File: config.mk
export PLATFORM = sky130hd
export DESIGN_NAME = ps2_led_ctrl
export DESIGN_NICKNAME = d
export VERILOG_FILES = /design/src/rtl/ps2_led_ctrl_pkg.sv /design/src/rtl/ps2_tx_shift.sv /design/src/rtl/ps2_led_ctrl.sv
export SDC_FILE = /design/constraint.sdc
export NUM_CORES = 1
export LEC_CHECK = 0
export CAP_MARGIN = 5
export CORE_MARGIN = 2
export CORE_UTILIZATION = 45
export CTS_CLUSTER_DIAMETER = 50
export DETAILED_ROUTE_END_ITERATION = 8
export PLACE_DENSITY = 0.71
export SYNTH_ARGS = -nofsm -noshare
export SYNTH_HDL_FRONTEND = slang
export SYNTH_SLANG_ARGS = --single-unit
File: constraint.sdc
create_clock -name CLK -period 7.4 [get_ports CLK]
set_input_delay 2.22 -clock CLK [delete_from_list [all_inputs] [get_ports CLK]]
set_output_delay 2.22 -clock CLK [all_outputs]
set_load 0.02 [all_outputs]
File: src/rtl/ps2_led_ctrl_pkg.sv
// rtl/ps2_led_ctrl_pkg.sv - state encoding and PS/2 keyboard command constants
package ps2_led_ctrl_pkg;

    typedef enum logic [2:0] {
        IDLE,
        INHIBIT,
        START,
        TXBITS,
        ACKBIT,
        WAITRESP,
        ERROR
    } state_t;

    localparam logic [7:0] CMD_SETLED = 8'hED;
    localparam logic [7:0] RSP_ACK    = 8'hFA;
    localparam logic [7:0] RSP_RESEND = 8'hFE;

    // Falling edges the host drives: d0..d7, parity, stop.
    localparam logic [3:0] TX_BITS = 4'd10;

    // Keyboard LED byte: scroll lock on bit0 carries kana, caps lock on bit2.
    function automatic logic [7:0] led_byte(input logic caps, input logic kana);
        return {5'b0, caps, 1'b0, kana};
    endfunction

endpackage

File: src/rtl/ps2_tx_shift.sv
// rtl/ps2_tx_shift.sv - host-to-device PS/2 frame shifter with odd parity and clock fall detect
module ps2_tx_shift
    import ps2_led_ctrl_pkg::*;
(
    input  logic       CLK,
    input  logic       RSTb,
    input  logic       pclkS,
    input  logic       load,
    input  logic       shiftEn,
    input  logic [7:0] txByte,
    output logic       pclkFall,
    output logic [3:0] bitCnt,
    output logic       dataLow
);

    logic       pclkPrev;
    logic [9:0] frame;

    assign pclkFall = pclkPrev & ~pclkS;

    always_ff @(posedge CLK or negedge RSTb) begin
        if (!RSTb) begin
            pclkPrev <= 1'b0;
            frame    <= '0;
            bitCnt   <= '0;
            dataLow  <= 1'b0;
        end else begin
            pclkPrev <= pclkS;
            if (load) begin
                // Load also asserts the start bit; it holds until the first fall.
                frame   <= {1'b1, ~^txByte, txByte};
                bitCnt  <= '0;
                dataLow <= 1'b1;
            end else if (shiftEn && pclkFall && bitCnt != TX_BITS) begin
                dataLow <= ~frame[0];
                frame   <= {1'b0, frame[9:1]};
                bitCnt  <= bitCnt + 4'd1;
            end
        end
    end

endmodule

File: src/rtl/ps2_led_ctrl.sv
// rtl/ps2_led_ctrl.sv - mirrors MSX caps/kana LEDs onto a PS/2 keyboard via the 0xED command
module ps2_led_ctrl
    import ps2_led_ctrl_pkg::*;
#(
    parameter int INHIBIT_CYC = 256,
    parameter int TIMEOUT_CYC = 32768,
    parameter int MAX_RETRY   = 3
) (
    input  logic       CLK,
    input  logic       RSTb,
    input  logic       pclkS,
    input  logic       dataS,
    input  logic       capsLed,
    input  logic       kanaLed,
    input  logic [7:0] rxCode,
    input  logic       rxRdy,
    output logic       clrRdy,
    output logic       rxOwn,
    output logic       rxHold,
    output logic       pclkOE,
    output logic       dataOE,
    output logic       busy,
    output logic       err
);

    localparam int TMR_CYC = (TIMEOUT_CYC > INHIBIT_CYC) ? TIMEOUT_CYC : INHIBIT_CYC;
    localparam int TMR_W   = $clog2(TMR_CYC + 1);
    localparam int RTY_W   = $clog2(MAX_RETRY + 2);

    state_t           state, nextState;
    logic [1:0]       sentLed, reqLed;
    logic             byteSel;
    logic [RTY_W-1:0] retryCnt;
    logic [TMR_W-1:0] tmr;
    logic             pclkFall, dataLow, loadTx, shiftEn;
    logic [3:0]       bitCnt;
    logic             fail, ackNext, ackLast, restartTmr;
    logic             ledPend, inhDone, tmrExpired, retryDone;
    logic [7:0]       txByte;

    assign ledPend    = {capsLed, kanaLed} != sentLed;
    assign inhDone    = tmr == TMR_W'(INHIBIT_CYC - 1);
    assign tmrExpired = tmr == TMR_W'(TIMEOUT_CYC - 1);
    assign retryDone  = retryCnt == RTY_W'(MAX_RETRY);
    assign txByte     = byteSel ? led_byte(reqLed[1], reqLed[0]) : CMD_SETLED;
    assign busy       = state != IDLE;

    ps2_tx_shift u_tx (
        .CLK      (CLK),
        .RSTb     (RSTb),
        .pclkS    (pclkS),
        .load     (loadTx),
        .shiftEn  (shiftEn),
        .txByte   (txByte),
        .pclkFall (pclkFall),
        .bitCnt   (bitCnt),
        .dataLow  (dataLow)
    );

    always_comb begin
        nextState = state;
        loadTx    = 1'b0;
        shiftEn   = 1'b0;
        fail      = 1'b0;
        ackNext   = 1'b0;
        ackLast   = 1'b0;
        clrRdy    = 1'b0;
        rxOwn     = 1'b0;
        rxHold    = 1'b0;
        pclkOE    = 1'b0;
        dataOE    = 1'b0;
        case (state)
            IDLE: begin
                rxOwn = 1'b1;
                if (ledPend) nextState = INHIBIT;
            end
            INHIBIT: begin
                pclkOE = 1'b1;
                rxHold = 1'b1;
                // A stale byte left over from before the frame is dropped once.
                clrRdy = rxRdy && (tmr == '0);
                if (inhDone) nextState = START;
            end
            START: begin
                rxHold    = 1'b1;
                dataOE    = 1'b1;
                loadTx    = 1'b1;
                nextState = TXBITS;
            end
            TXBITS: begin
                rxHold  = 1'b1;
                dataOE  = dataLow;
                shiftEn = 1'b1;
                if (tmrExpired) fail = 1'b1;
                else if (pclkFall && bitCnt == TX_BITS - 4'd1) nextState = ACKBIT;
            end
            ACKBIT: begin
                rxHold = 1'b1;
                if (tmrExpired) fail = 1'b1;
                else if (pclkFall) begin
                    if (!dataS) nextState = WAITRESP;
                    else fail = 1'b1;
                end
            end
            WAITRESP: begin
                if (rxRdy) begin
                    clrRdy = 1'b1;
                    if (rxCode == RSP_ACK) begin
                        if (byteSel) begin
                            ackLast   = 1'b1;
                            nextState = IDLE;
                        end else begin
                            ackNext   = 1'b1;
                            nextState = INHIBIT;
                        end
                    end else if (rxCode == RSP_RESEND) begin
                        fail = 1'b1;
                    end
                end else if (tmrExpired) begin
                    fail = 1'b1;
                end
            end
            ERROR: nextState = IDLE;
            default: nextState = IDLE;
        endcase
        if (fail) nextState = retryDone ? ERROR : INHIBIT;
        restartTmr = (nextState != state) && (nextState inside {INHIBIT, START, WAITRESP});
    end

    always_ff @(posedge CLK or negedge RSTb) begin
        if (!RSTb) begin
            state    <= IDLE;
            sentLed  <= 2'b00;
            reqLed   <= 2'b00;
            byteSel  <= 1'b0;
            retryCnt <= '0;
            tmr      <= '0;
            err      <= 1'b0;
        end else begin
            state <= nextState;
            if (restartTmr) tmr <= '0;
            else if (tmr != {TMR_W{1'b1}}) tmr <= tmr + 1'b1;
            if (state == IDLE && ledPend) begin
                reqLed   <= {capsLed, kanaLed};
                byteSel  <= 1'b0;
                retryCnt <= '0;
            end
            if (state == ERROR) begin
                err     <= 1'b1;
                sentLed <= {capsLed, kanaLed};
            end
            if (ackNext) begin
                byteSel  <= 1'b1;
                retryCnt <= '0;
            end
            // Commit what was actually sent, so a change mid-transfer re-requests.
            if (ackLast) sentLed <= reqLed;
            if (fail && !retryDone) retryCnt <= retryCnt + 1'b1;
        end
    end

endmodule

==> flow_metrics.env <==
export IMPL_ys_ff_latch=44
export IMPL_cts_buffer_depth=2
export IMPL_vias=1920
export IMPL_area_growth_pct=15.8
export IMPL_syn_instance_count=253
export IMPL_crit_required_ps=5180
export IMPL_firstDrtPassIters=4
export IMPL_pre_cts_ws_ps=1530
export IMPL_hpwlAfterDp_um=3640
export IMPL_min_delay_start="err"
export IMPL_cp_slowest_stage_delay_ps=640
export IMPL_tns_ps=0
export IMPL_slowest_stage="clkdlybuf4s50_1"
export IMPL_timing_rr_start="tmr[12]"
export IMPL_crit_path_end_kind="primary output"
export IMPL_power_leakage_nw=1.20
export IMPL_ys_seq_area_share_pct=45.6
export IMPL_cts_sinks=44
export IMPL_dieArea_um2=5970
export IMPL_cts_tree="done"
export IMPL_dieHeight_um=77.3
export IMPL_n_antenna_cell=0
export IMPL_yosys_warnings=0
export IMPL_grt_antenna_before_repair=0
export IMPL_worstSetupStartpoint="rxRdy"
export IMPL_drv_cap=0
export IMPL_io_pins=22
export IMPL_num_rows=26
export IMPL_min_path_type="reg2reg"
export IMPL_wl_per_cell_um=14.3
export IMPL_startpoint_type="primary input"
export IMPL_grt_pass1_wl_um=8790
export IMPL_drc=0
export IMPL_design_core_area_um2=5140
export IMPL_drv_slew=0
export IMPL_min_period_ps=5860
export IMPL_fin_crit_sh_pct=79.2
export IMPL_synth_edf_count=0
export IMPL_layout_nets=297
export IMPL_clk_latency_ps=300
export IMPL_initial_core_util_pct=47.0
export IMPL_worstPathArrival_ps=3640
export IMPL_drive_gt1_share_pct=7.61
export IMPL_nFillCells=494
export IMPL_path_class="in2out"
export IMPL_critical_path_max_fanout=3
export IMPL_wl_um=4930
export IMPL_fin_skew_ps=8.10
export IMPL_vias_per_cell=5.55
export IMPL_fin_ws_ps=1540
export IMPL_io_buffer_count=21
export IMPL_status="completed"
export IMPL_setup_violations=0
export IMPL_holdBufCountCts=0
export IMPL_syn_area_um2=2420
export IMPL_crit_top_cell="clkdlybuf4s50_1"
export IMPL_cellPowerDensity_nw_per_um2=327
export IMPL_die_x_um=77.3
export IMPL_critPathBufInv=2
export IMPL_ir_worst_vdd_v=0.000148
export IMPL_hold_violations=0
export IMPL_antenna_left=0
export IMPL_post_cts_resized_instances=0
export IMPL_cts_root_buf="clkbuf_8"
export IMPL_htree_levels=2
export IMPL_synth_fp_nets=275
export IMPL_grt_max_degree=45
export IMPL_cp_top_family="buffers and inverters"
export IMPL_grtUsageTotal_pct=18.4
export IMPL_cts_setup_buffers=0
export IMPL_async_flop_share_pct=100
export IMPL_ys_flop_type="dfrtp_1"
export IMPL_dr_first_iter_drc_count=120
export IMPL_slew_headroom_pct=36.2
export IMPL_grt_pass1_vias=1927
export IMPL_grt_ovfl_total=0
export IMPL_fmax_mhz=171
export IMPL_rsz0062_at_grt="false"
export IMPL_worst_slew_pin_slew_ps=957
export IMPL_gp_congestion=0.832
export IMPL_numCtsBuffers=5
export IMPL_synth_cell_type_count=45
export IMPL_synth_area_per_cell_um2=9.55
export IMPL_rrSetupSlack_ps=4630
export IMPL_clk_pin_slew_ps=80
export IMPL_crit_chain="clkdlybuf4s50_1 -> nand2_1 -> a21oi_1 -> clkdlybuf4s50_1"
worst paths after layout:
check / end / cells after the start
worst max-delay path: clrRdy / 4
worst min-delay path: err / 1
worst max register to register: tmr[5] / 7
worst min register to register: err / 1
min in group asynchronous: tmr[9] / 1
max in group asynchronous: byteSel / 1
synth_stat cells (2+ instances only):
cell type / instances / area share (%)
nand4b_1: 2 / 0.73
nor2b_1: 4 / 1.0
nand2b_1: 4 / 1.0
nor2_1: 25 / 3.9
o21ai_0: 8 / 1.7
ha_1: 7 / 3.6
or4_1: 2 / 0.62
nand3_1: 12 / 2.5
xor2_1: 9 / 3.3
o31ai_1: 5 / 1.6
mux2_2: 3 / 1.4
and4_1: 2 / 0.73
a221o_1: 7 / 2.9
and2_1: 3 / 0.78
dfrtp_1: 44 / 46
nor3_1: 10 / 2.1
inv_1: 12 / 1.9
o211ai_1: 3 / 0.93
nand2_1: 25 / 3.9
xnor2_1: 12 / 4.4
nand4_1: 7 / 1.8
nor4_2: 2 / 1.0
a21oi_1: 17 / 3.5
mux2i_1: 2 / 0.83
and3_1: 2 / 0.52
clkbuf_1: 4 / 0.62
buf_2: 2 / 0.41
stage by stage:
step	power (mW)	utilization, %	std cells	instance area [µm²]	hold slack [ps]
2_1_floorplan	0.634	-	253	2420	451
3_3_place_gp	0.721	52.3	338	2690	454
3_5_place_dp	0.737	52.3	338	2690	462
4_1_cts	0.923	54.5	346	2800	481
5_1_grt	0.986	54.5	346	2800	497
6_report	0.916	54.5	346	2800	483
cell families (layout without fill, tap and decap cells):
logic type / after synthesis / after routing / share of synthesized area [%]
adders and majority gates: 7 / 7 / 3.62
AOI/OAI and AO/OA: 50 / 50 / 14.1
DFF: 44 / 44 / 45.6
buffers and inverters: 19 / 42 / 3.05
muxes: 5 / 5 / 2.23
and+or+nand+nor: 107 / 107 / 23.8
xor gates and xnor gates: 21 / 21 / 7.61
sequential cells by signal (all words and copies together), names as in the netlist:
signal,count
retryCnt,3
u_tx.bitCnt,4
reqLed,2
u_tx.frame,10
u_tx.dataLow,1
err,1
state,3
tmr,16
byteSel,1
sentLed,2
u_tx.pclkPrev,1
layer usage:
layer	global-route usage, %	vias up	wire length, µm
met5	0	-	0
li1	-	947	-
met1	24.1	926	2250
met3	3.76	10	137
met4	8.21	0	106
met2	29.4	37	2440
placed cells by master, fill, tap and decap left out, drive strengths merged, types with 3 or more instances in the layout:
master         count
o211ai             4
dfrtp             44
nand2             25
a21oi             17
nor2b              4
nor4               3
clkbuf             5
nor2              25
o21ai             10
ha                 7
o31ai              5
nor3              10
mux2               3
nand3             12
nand2b             4
xor2               9
and2               3
xnor2             12
a221o              7
clkdlybuf4s50     20
inv               12
nand4              8
cell type report:
cell class | instances | area, µm² | area share (%)
Timing Repair Buffer | 22 | 213 | 7.60
Clock buffer | 5 | 68.8 | 2.46
Inverter | 12 | 45.0 | 1.61
Sequential cell | 44 | 1100 | 39.3
Multi-Input combinational cell | 190 | 1240 | 44.3
Tap cell | 70 | 87.6 | 3.13
Clock inverter | 3 | 42.5 | 1.52
power breakdown:
| group | internal, mW | total, mW | leakage [nW] | switching, mW |
|---|---|---|---|---|
| Clock | 0.0999 | 0.186 | 0.0541 | 0.0860 |
| Combinational | 0.146 | 0.321 | 0.581 | 0.175 |
| Sequential | 0.322 | 0.409 | 0.566 | 0.0867 |
| Total | 0.568 | 0.916 | 1.20 | 0.347 |
Note: power is estimated with default switching activity, not from simulation.
